## config.mk

```make
export PLATFORM = sky130hd
export DESIGN_NAME = sys_ctrl_tx_arb_flat
export DESIGN_NICKNAME = d
export VERILOG_FILES = /design/src/rtl/sys_ctrl_pkg.sv /design/src/rtl/sys_ctrl_tx_arb_if.sv /design/src/rtl/sys_ctrl_tx_slot.sv /design/src/rtl/sys_ctrl_tx_arb.sv /design/src/flat_wrapper.sv
export SDC_FILE = /design/constraint.sdc
export NUM_CORES = 1
export LEC_CHECK = 0
export ABC_AREA = 1
export ABC_CLOCK_PERIOD_IN_PS = 1100
export CORE_MARGIN = 4
export CORE_UTILIZATION = 46
export DETAILED_ROUTE_END_ITERATION = 10
export PLACE_DENSITY = 0.84
export SLEW_MARGIN = 20
export SYNTH_ARGS = -nofsm -noshare
export SYNTH_HDL_FRONTEND = slang
export SYNTH_SLANG_ARGS = --single-unit
```

## constraint.sdc

```tcl
create_clock -name CLK -period 1.1 [get_ports CLK]
set_input_delay 0.11 -clock CLK [delete_from_list [all_inputs] [get_ports CLK]]
set_output_delay 0.11 -clock CLK [all_outputs]
set_load 0.02 [all_outputs]
```

## src/rtl/sys_ctrl_pkg.sv

```systemverilog
// Shared types and constants for the system-control transmit path.
package sys_ctrl_pkg;

  typedef enum logic [2:0] {
    IDLE    = 3'd0,
    RD_BYTE = 3'd1,
    ALU_LO  = 3'd2,
    ALU_HI  = 3'd3,
    HDR     = 3'd4
  } state_t;

  typedef enum logic {
    GNT_RD  = 1'b0,
    GNT_ALU = 1'b1
  } grant_t;

  localparam logic [7:0] HDR_RD  = 8'hBB;
  localparam logic [7:0] HDR_ALU = 8'hDD;

endpackage

```

## src/rtl/sys_ctrl_tx_arb_if.sv

```systemverilog
// Bundle of source strobes, UART TX handshake and status flags.
interface sys_ctrl_tx_arb_if #(
  parameter int DATA_WIDTH = 8,
  parameter int ALU_WIDTH  = 16
);
  logic [DATA_WIDTH-1:0] RD_DATA;
  logic                  RD_D_VLD;
  logic [ALU_WIDTH-1:0]  ALU_OUT;
  logic                  ALU_OUT_VLD;
  logic                  TX_RDY;
  logic [DATA_WIDTH-1:0] TX_P_DATA;
  logic                  TX_D_VLD;
  logic                  CTRL_BUSY;
  logic                  RD_OVF;
  logic                  ALU_OVF;

  modport master (
    input  RD_DATA, RD_D_VLD, ALU_OUT, ALU_OUT_VLD, TX_RDY,
    output TX_P_DATA, TX_D_VLD, CTRL_BUSY, RD_OVF, ALU_OVF
  );

  modport slave (
    output RD_DATA, RD_D_VLD, ALU_OUT, ALU_OUT_VLD, TX_RDY,
    input  TX_P_DATA, TX_D_VLD, CTRL_BUSY, RD_OVF, ALU_OVF
  );
endinterface

```

## src/rtl/sys_ctrl_tx_slot.sv

```systemverilog
// One-deep holding slot with pending flag and sticky overflow.
module sys_ctrl_tx_slot #(
  parameter int WIDTH = 8
) (
  input  logic             i_clk,
  input  logic             i_rst,
  input  logic             i_vld,
  input  logic [WIDTH-1:0] i_data,
  input  logic             i_take,
  output logic [WIDTH-1:0] o_data,
  output logic             o_pend,
  output logic             o_ovf
);
  logic [WIDTH-1:0] r_data;
  logic             r_pend;
  logic             r_ovf;
  logic             w_free;

  // A slot being taken this cycle can accept a new strobe in the same cycle.
  assign w_free = ~r_pend | i_take;

  always_ff @(posedge i_clk) begin
    if (i_rst) begin
      r_data <= {WIDTH{1'b0}};
      r_pend <= 1'b0;
      r_ovf  <= 1'b0;
    end else begin
      if (i_vld & w_free) begin
        r_data <= i_data;
        r_pend <= 1'b1;
      end else if (i_take) begin
        r_pend <= 1'b0;
      end
      if (i_vld & ~w_free) begin
        r_ovf <= 1'b1;
      end
    end
  end

  assign o_data = r_data;
  assign o_pend = r_pend;
  assign o_ovf  = r_ovf;
endmodule

```

## src/rtl/sys_ctrl_tx_arb.sv

```systemverilog
// Round-robin arbiter and byte serialiser feeding the UART TX.
// Define SYS_CTRL_TX_HDR_EN to prefix each frame with a source header byte.
module sys_ctrl_tx_arb
  import sys_ctrl_pkg::*;
#(
  parameter int DATA_WIDTH = 8,
  parameter int ALU_WIDTH  = 16
) (
  input logic               CLK,
  input logic               RST,
  sys_ctrl_tx_arb_if.master bus
);
  state_t                r_state, w_state_nxt;
  grant_t                r_last_grant, w_last_grant_nxt;
  logic [DATA_WIDTH-1:0] r_tx_data, w_tx_data_nxt;
  logic                  r_tx_vld, w_tx_vld_nxt;
  logic                  r_busy;
  logic [DATA_WIDTH-1:0] r_hold_hi, w_hold_hi_nxt;
`ifdef SYS_CTRL_TX_HDR_EN
  logic [DATA_WIDTH-1:0] r_hold_lo, w_hold_lo_nxt;
`endif
  logic [DATA_WIDTH-1:0] w_rd_data;
  logic [ALU_WIDTH-1:0]  w_alu_data;
  logic w_rd_pend, w_alu_pend, w_rd_take, w_alu_take, w_rd_ovf, w_alu_ovf;
  logic w_xfer, w_pick_rd, w_rd_pend_nxt, w_alu_pend_nxt;

  sys_ctrl_tx_slot #(.WIDTH(DATA_WIDTH)) u_rd_slot (
    .i_clk(CLK), .i_rst(RST), .i_vld(bus.RD_D_VLD), .i_data(bus.RD_DATA),
    .i_take(w_rd_take), .o_data(w_rd_data), .o_pend(w_rd_pend), .o_ovf(w_rd_ovf)
  );

  sys_ctrl_tx_slot #(.WIDTH(ALU_WIDTH)) u_alu_slot (
    .i_clk(CLK), .i_rst(RST), .i_vld(bus.ALU_OUT_VLD), .i_data(bus.ALU_OUT),
    .i_take(w_alu_take), .o_data(w_alu_data), .o_pend(w_alu_pend), .o_ovf(w_alu_ovf)
  );

  assign w_xfer = r_tx_vld & bus.TX_RDY;
  // last_grant only moves on a genuine tie, so a lone grant never shifts priority.
  assign w_pick_rd      = w_rd_pend & (~w_alu_pend | (r_last_grant == GNT_ALU));
  assign w_rd_pend_nxt  = bus.RD_D_VLD | (w_rd_pend & ~w_rd_take);
  assign w_alu_pend_nxt = bus.ALU_OUT_VLD | (w_alu_pend & ~w_alu_take);

  always_comb begin
    w_state_nxt      = r_state;
    w_last_grant_nxt = r_last_grant;
    w_tx_data_nxt    = r_tx_data;
    w_tx_vld_nxt     = r_tx_vld;
    w_hold_hi_nxt    = r_hold_hi;
`ifdef SYS_CTRL_TX_HDR_EN
    w_hold_lo_nxt    = r_hold_lo;
`endif
    w_rd_take        = 1'b0;
    w_alu_take       = 1'b0;
    case (r_state)
      IDLE: begin
        if (w_rd_pend | w_alu_pend) begin
          w_tx_vld_nxt = 1'b1;
          if (w_rd_pend & w_alu_pend) begin
            w_last_grant_nxt = w_pick_rd ? GNT_RD : GNT_ALU;
          end else begin
            w_last_grant_nxt = r_last_grant;
          end
          if (w_pick_rd) begin
            w_rd_take = 1'b1;
`ifdef SYS_CTRL_TX_HDR_EN
            w_state_nxt   = HDR;
            w_tx_data_nxt = DATA_WIDTH'(HDR_RD);
            w_hold_lo_nxt = w_rd_data;
`else
            w_state_nxt   = RD_BYTE;
            w_tx_data_nxt = w_rd_data;
`endif
          end else begin
            w_alu_take    = 1'b1;
            w_hold_hi_nxt = w_alu_data[ALU_WIDTH-1:DATA_WIDTH];
`ifdef SYS_CTRL_TX_HDR_EN
            w_state_nxt   = HDR;
            w_tx_data_nxt = DATA_WIDTH'(HDR_ALU);
            w_hold_lo_nxt = w_alu_data[DATA_WIDTH-1:0];
`else
            w_state_nxt   = ALU_LO;
            w_tx_data_nxt = w_alu_data[DATA_WIDTH-1:0];
`endif
          end
        end else begin
          w_state_nxt = IDLE;
        end
      end
`ifdef SYS_CTRL_TX_HDR_EN
      // The header byte still in the output register tells which payload follows.
      HDR: begin
        if (w_xfer) begin
          w_tx_data_nxt = r_hold_lo;
          w_state_nxt   = (r_tx_data == DATA_WIDTH'(HDR_ALU)) ? ALU_LO : RD_BYTE;
        end else begin
          w_state_nxt = HDR;
        end
      end
`endif
      RD_BYTE: begin
        if (w_xfer) begin
          w_state_nxt  = IDLE;
          w_tx_vld_nxt = 1'b0;
        end else begin
          w_state_nxt = RD_BYTE;
        end
      end
      ALU_LO: begin
        if (w_xfer) begin
          w_state_nxt   = ALU_HI;
          w_tx_data_nxt = r_hold_hi;
        end else begin
          w_state_nxt = ALU_LO;
        end
      end
      ALU_HI: begin
        if (w_xfer) begin
          w_state_nxt  = IDLE;
          w_tx_vld_nxt = 1'b0;
        end else begin
          w_state_nxt = ALU_HI;
        end
      end
      default: begin
        w_state_nxt  = IDLE;
        w_tx_vld_nxt = 1'b0;
      end
    endcase
  end

  always_ff @(posedge CLK) begin
    if (RST) begin
      r_state      <= IDLE;
      r_last_grant <= GNT_ALU;
      r_tx_data    <= {DATA_WIDTH{1'b0}};
      r_tx_vld     <= 1'b0;
      r_busy       <= 1'b0;
      r_hold_hi    <= {DATA_WIDTH{1'b0}};
`ifdef SYS_CTRL_TX_HDR_EN
      r_hold_lo    <= {DATA_WIDTH{1'b0}};
`endif
    end else begin
      r_state      <= w_state_nxt;
      r_last_grant <= w_last_grant_nxt;
      r_tx_data    <= w_tx_data_nxt;
      r_tx_vld     <= w_tx_vld_nxt;
      r_busy       <= (w_state_nxt != IDLE) | w_rd_pend_nxt | w_alu_pend_nxt;
      r_hold_hi    <= w_hold_hi_nxt;
`ifdef SYS_CTRL_TX_HDR_EN
      r_hold_lo    <= w_hold_lo_nxt;
`endif
    end
  end

  assign bus.TX_P_DATA = r_tx_data;
  assign bus.TX_D_VLD  = r_tx_vld;
  assign bus.CTRL_BUSY = r_busy;
  assign bus.RD_OVF    = w_rd_ovf;
  assign bus.ALU_OVF   = w_alu_ovf;
endmodule

```

## src/flat_wrapper.sv

```systemverilog
// flat-port wrapper written by rule: the top's interface ports become plain ports
module sys_ctrl_tx_arb_flat import sys_ctrl_pkg::*;
#(
  parameter int DATA_WIDTH = 8,
  parameter int ALU_WIDTH  = 16
)
  (CLK, RST, bus_RD_DATA, bus_RD_D_VLD, bus_ALU_OUT, bus_ALU_OUT_VLD, bus_TX_RDY, bus_TX_P_DATA, bus_TX_D_VLD, bus_CTRL_BUSY, bus_RD_OVF, bus_ALU_OVF);
  sys_ctrl_tx_arb_if #(.DATA_WIDTH(DATA_WIDTH), .ALU_WIDTH(ALU_WIDTH)) bus_i ();
  input logic CLK;
  input logic RST;
  input wire logic [$bits(bus_i.RD_DATA)-1:0] bus_RD_DATA;
  input wire logic [$bits(bus_i.RD_D_VLD)-1:0] bus_RD_D_VLD;
  input wire logic [$bits(bus_i.ALU_OUT)-1:0] bus_ALU_OUT;
  input wire logic [$bits(bus_i.ALU_OUT_VLD)-1:0] bus_ALU_OUT_VLD;
  input wire logic [$bits(bus_i.TX_RDY)-1:0] bus_TX_RDY;
  output wire logic [$bits(bus_i.TX_P_DATA)-1:0] bus_TX_P_DATA;
  output wire logic [$bits(bus_i.TX_D_VLD)-1:0] bus_TX_D_VLD;
  output wire logic [$bits(bus_i.CTRL_BUSY)-1:0] bus_CTRL_BUSY;
  output wire logic [$bits(bus_i.RD_OVF)-1:0] bus_RD_OVF;
  output wire logic [$bits(bus_i.ALU_OVF)-1:0] bus_ALU_OVF;
  assign bus_i.RD_DATA = bus_RD_DATA;
  assign bus_i.RD_D_VLD = bus_RD_D_VLD;
  assign bus_i.ALU_OUT = bus_ALU_OUT;
  assign bus_i.ALU_OUT_VLD = bus_ALU_OUT_VLD;
  assign bus_i.TX_RDY = bus_TX_RDY;
  assign bus_TX_P_DATA = bus_i.TX_P_DATA;
  assign bus_TX_D_VLD = bus_i.TX_D_VLD;
  assign bus_CTRL_BUSY = bus_i.CTRL_BUSY;
  assign bus_RD_OVF = bus_i.RD_OVF;
  assign bus_ALU_OVF = bus_i.ALU_OVF;
  sys_ctrl_tx_arb #(.DATA_WIDTH(DATA_WIDTH), .ALU_WIDTH(ALU_WIDTH)) u_core (.CLK(CLK), .RST(RST), .bus(bus_i));
endmodule
```

==> metrics <==
Logic pwr share 0.287; # clock sinks 49; Final Max Tran Viols 0; DP HPWL roughly 3.7 mm; Max Cap Viol 0; clock share of power 0.241; TritonCTS clock tree yes; core area a little over 0.004 mm^2; R2R Setup Slk -180 ps; R2R Path End u_core.bus.TX_P_DATA[1]; Synth Area in Adders 0; CP Max Fanout 8; vias in the first global route between 1500 and 2000; maximum vdd drop 0.000650 V; Final #Nets approximately 350; H-tree depth 2; WL/cell roughly 18 um; number of antenna violations at the first check in global routing 0; RSZ-0062 raised after global routing yes; P_sw approximately 0.0015 W; first-pass GRT wire length around 9.4 mm; hold depth 3; worst stage delay on the critical path ~360 ps; Hold WC Path Type input port to flip-flop; Yosys Warn Count 0; Tcrit/Tclk final 1.16; hold buffer count at cts 0; DRC 0; Critical Path End Type flip-flop; Post-synth ARST share 0; die area 0.00558 mm^2; DRT Wirelength just under 7 mm; CP Launch Type flip-flop; number of synthesized flops with an enable pin 0; fillers approximately 260; Die X-Extent 74.7 um; final worst setup slack -177 ps; synth unique cells 23; Power Internal roughly 0.0029 W; Worst-Margin Slew approximately 530 ps; post-synthesis mux area share 0; CP arrival 1470 ps; antenna viol nets, final 0; Mapped Avg Cell Area just under 8 um^2; FP Rows 23; Pwr Density approximately 1400 mW/mm^2; top-count cell post-synth dfxtp_1; fin crit period approximately 1300 ps; xor and xnor fraction of the mapped netlist area 0; hold_sp bus_ALU_OUT[13]; DR vias between 2000 and 2500; boundary pin count between 40 and 50; Design Area, Final ~0.0031 mm^2; I/O Buffers 40; initial core utilization 0.494; total grt overflow 0; Synth Cell Area 0.00205 mm^2; reg2reg path depth 6; Synth Area in Compound Gates 0.213; clock tree buffer depth 2; DR iter-0 viols 311; Net Sw Frac 0.331; post-synth top area cell dfxtp_1; GRT Total Usage 0.221; crit path cell chain buf_6, nand2_4, buf_6, clkinvlp_4, a21oi_1, a21oi_1; Top FF cell, synth dfxtp_1; top-area cell type share of the netlist area 0.479; CP max stage cell dfxtp_2; Pleak about 1.2 nW; Synth area leaders dfxtp_1 48%, nor2_1 7.2%, a21oi_1 6.8%; Die Y approximately 75 um; pre-CTS setup slack -329 ps; register area 996 um^2; failing checks negative setup slack; Hold Path End u_core.u_alu_slot.o_data[13]; Area Overhead vs Synth 50.6%; share of layout cells above drive strength 1 0.353; Post-synth top cells 49 x dfxtp_1, 39 x nor2_1, 36 x nand2_1; final hold vios 0; pin count of the biggest net entering global routing 27; sequential area share after synthesis 0.479; final-report setup violation count 47; setup TNS -5010 ps; gpl congestion just over 0.8; worst skew pair latency 300 ps; R2R Path Start u_core.r_state[1]; Util after Layout 0.744; #FFs+latches synth 49; Synth Instances ~260; Mapped Nets roughly 290; WP data required 1300 ps; Slew headroom 0.644; f_max approximately 780 MHz; sequential share of power 0.472; Clock Tree Root clkbuf_8; vias per std cell about 6; # diodes 0; Setup Skew about 7.9 ps; simple-gate area share of the yosys netlist 0.239; clock transition at the registers of the reported paths roughly 90 ps; critical path class flip-flop to flip-flop; First-pass DRT Iterations 5; multi-input logic area approximately 0.0012 mm^2; largest family of logic cells by synthesized area simple AND/OR/NAND/NOR gates; Num CTS Buffers 5; dpl cell area between 0.002 and 0.003 mm^2; status finished with violations
## kinds of logic (layout without fill, tap and decap cells)
family / Yosys count / after routing
buffers and inverters: 31 / 96
and+or+nand+nor: 104 / 106
AOI/OAI and AO/OA: 75 / 75
DFF: 49 / 49
## through the flow
step                      power (W)  instances  hold WS, ps
after floorplan             0.00261        259          172
after global placement      0.00300        359          446
after detailed placement    0.00304        359          457
after CTS                   0.00419        374          363
after global routing        0.00457        376          366
final                       0.00438        376          367
## metal layers
| layer | routed length, um | vias to the layer above | GRT usage |
|---|---|---|---|
| met5 | 0 | - | 0 |
| met4 | 226 | 0 | 0.0909 |
| met3 | 509 | 31 | 0.0521 |
| met2 | 3480 | 144 | 0.392 |
| met1 | 2650 | 1036 | 0.255 |
| li1 | - | 996 | - |
## worst max-delay path by stage
stage	start	to	slack, ps	cells after the start
floorplan	u_core.u_alu_slot.o_pend	u_core.u_alu_slot.o_data[10]	-50	8
global placement	bus_TX_RDY	u_core.bus.TX_P_DATA[6]	-260	7
detailed placement	bus_TX_RDY	u_core.bus.TX_P_DATA[7]	-330	7
CTS	u_core.r_last_grant	u_core.u_alu_slot.o_data[6]	-100	9
global route	u_core.r_state[1]	u_core.bus.TX_P_DATA[4]	-220	7
finish	u_core.r_state[1]	u_core.bus.TX_P_DATA[1]	-180	6
## power groups by stage
stage          logic, W  clock network (W)  registers [W]
2_1_floorplan  0.000484                  0        0.00212
3_3_place_gp   0.000930                  0        0.00207
3_5_place_dp   0.000957                  0        0.00208
4_1_cts         0.00108            0.00107        0.00205
5_1_grt         0.00133            0.00115        0.00208
6_report        0.00126            0.00106        0.00207
## what timing repair did
| item | 4_1_cts | 5_1_grt |
|---|---|---|
| endpoints found under the setup margin | 56 | 60 |
| gates resized for setup | 57 | 67 |
| setup buffers | 6 | 2 |
| cloned | 2 | 1 |
| pin swaps | 13 | 14 |
## state kept, by name, summed over array words and instances, names as in the netlist
signal,flops
u_core.bus.TX_P_DATA,8
u_core.r_hold_hi,8
u_core.bus.TX_D_VLD,1
u_core.u_rd_slot.o_ovf,1
u_core.r_state,2
u_core.u_alu_slot.o_data,16
u_core.u_rd_slot.o_pend,1
u_core.u_alu_slot.o_ovf,1
u_core.bus.CTRL_BUSY,1
u_core.u_alu_slot.o_pend,1
u_core.r_last_grant,1
u_core.u_rd_slot.o_data,8
## worst max-delay path, delay by kind of cell, from the launching register on
kind	cells	cell delay [ps]
AO/OA/AOI/OAI	2	340
buffers and inverters	3	390
flip-flops	1	360
AND/OR/NAND/NOR	1	80
## cell type report
type,instances,share of cell area
clock buffers,6,0.0235
multi-input cells,181,0.391
inverters,19,0.0284
flip-flops and latches,49,0.323
repair buffers,69,0.209
well taps,50,0.0203
clock inverters,2,0.00446
## placed cells by master (no fill, tap or decap), drive strengths merged
cell type	instances
a21boi	1
a21oi	37
a31oi	2
buf	29
clkbuf	13
clkdlybuf4s15	5
clkdlybuf4s50	27
clkinv	1
clkinvlp	1
dfxtp	49
dlygate4sd2	1
inv	19
nand2	45
nand3	19
nand4	1
nor2	41
o211ai	8
o21a	1
o21ai	26
(Power assumes the default switching activity.)
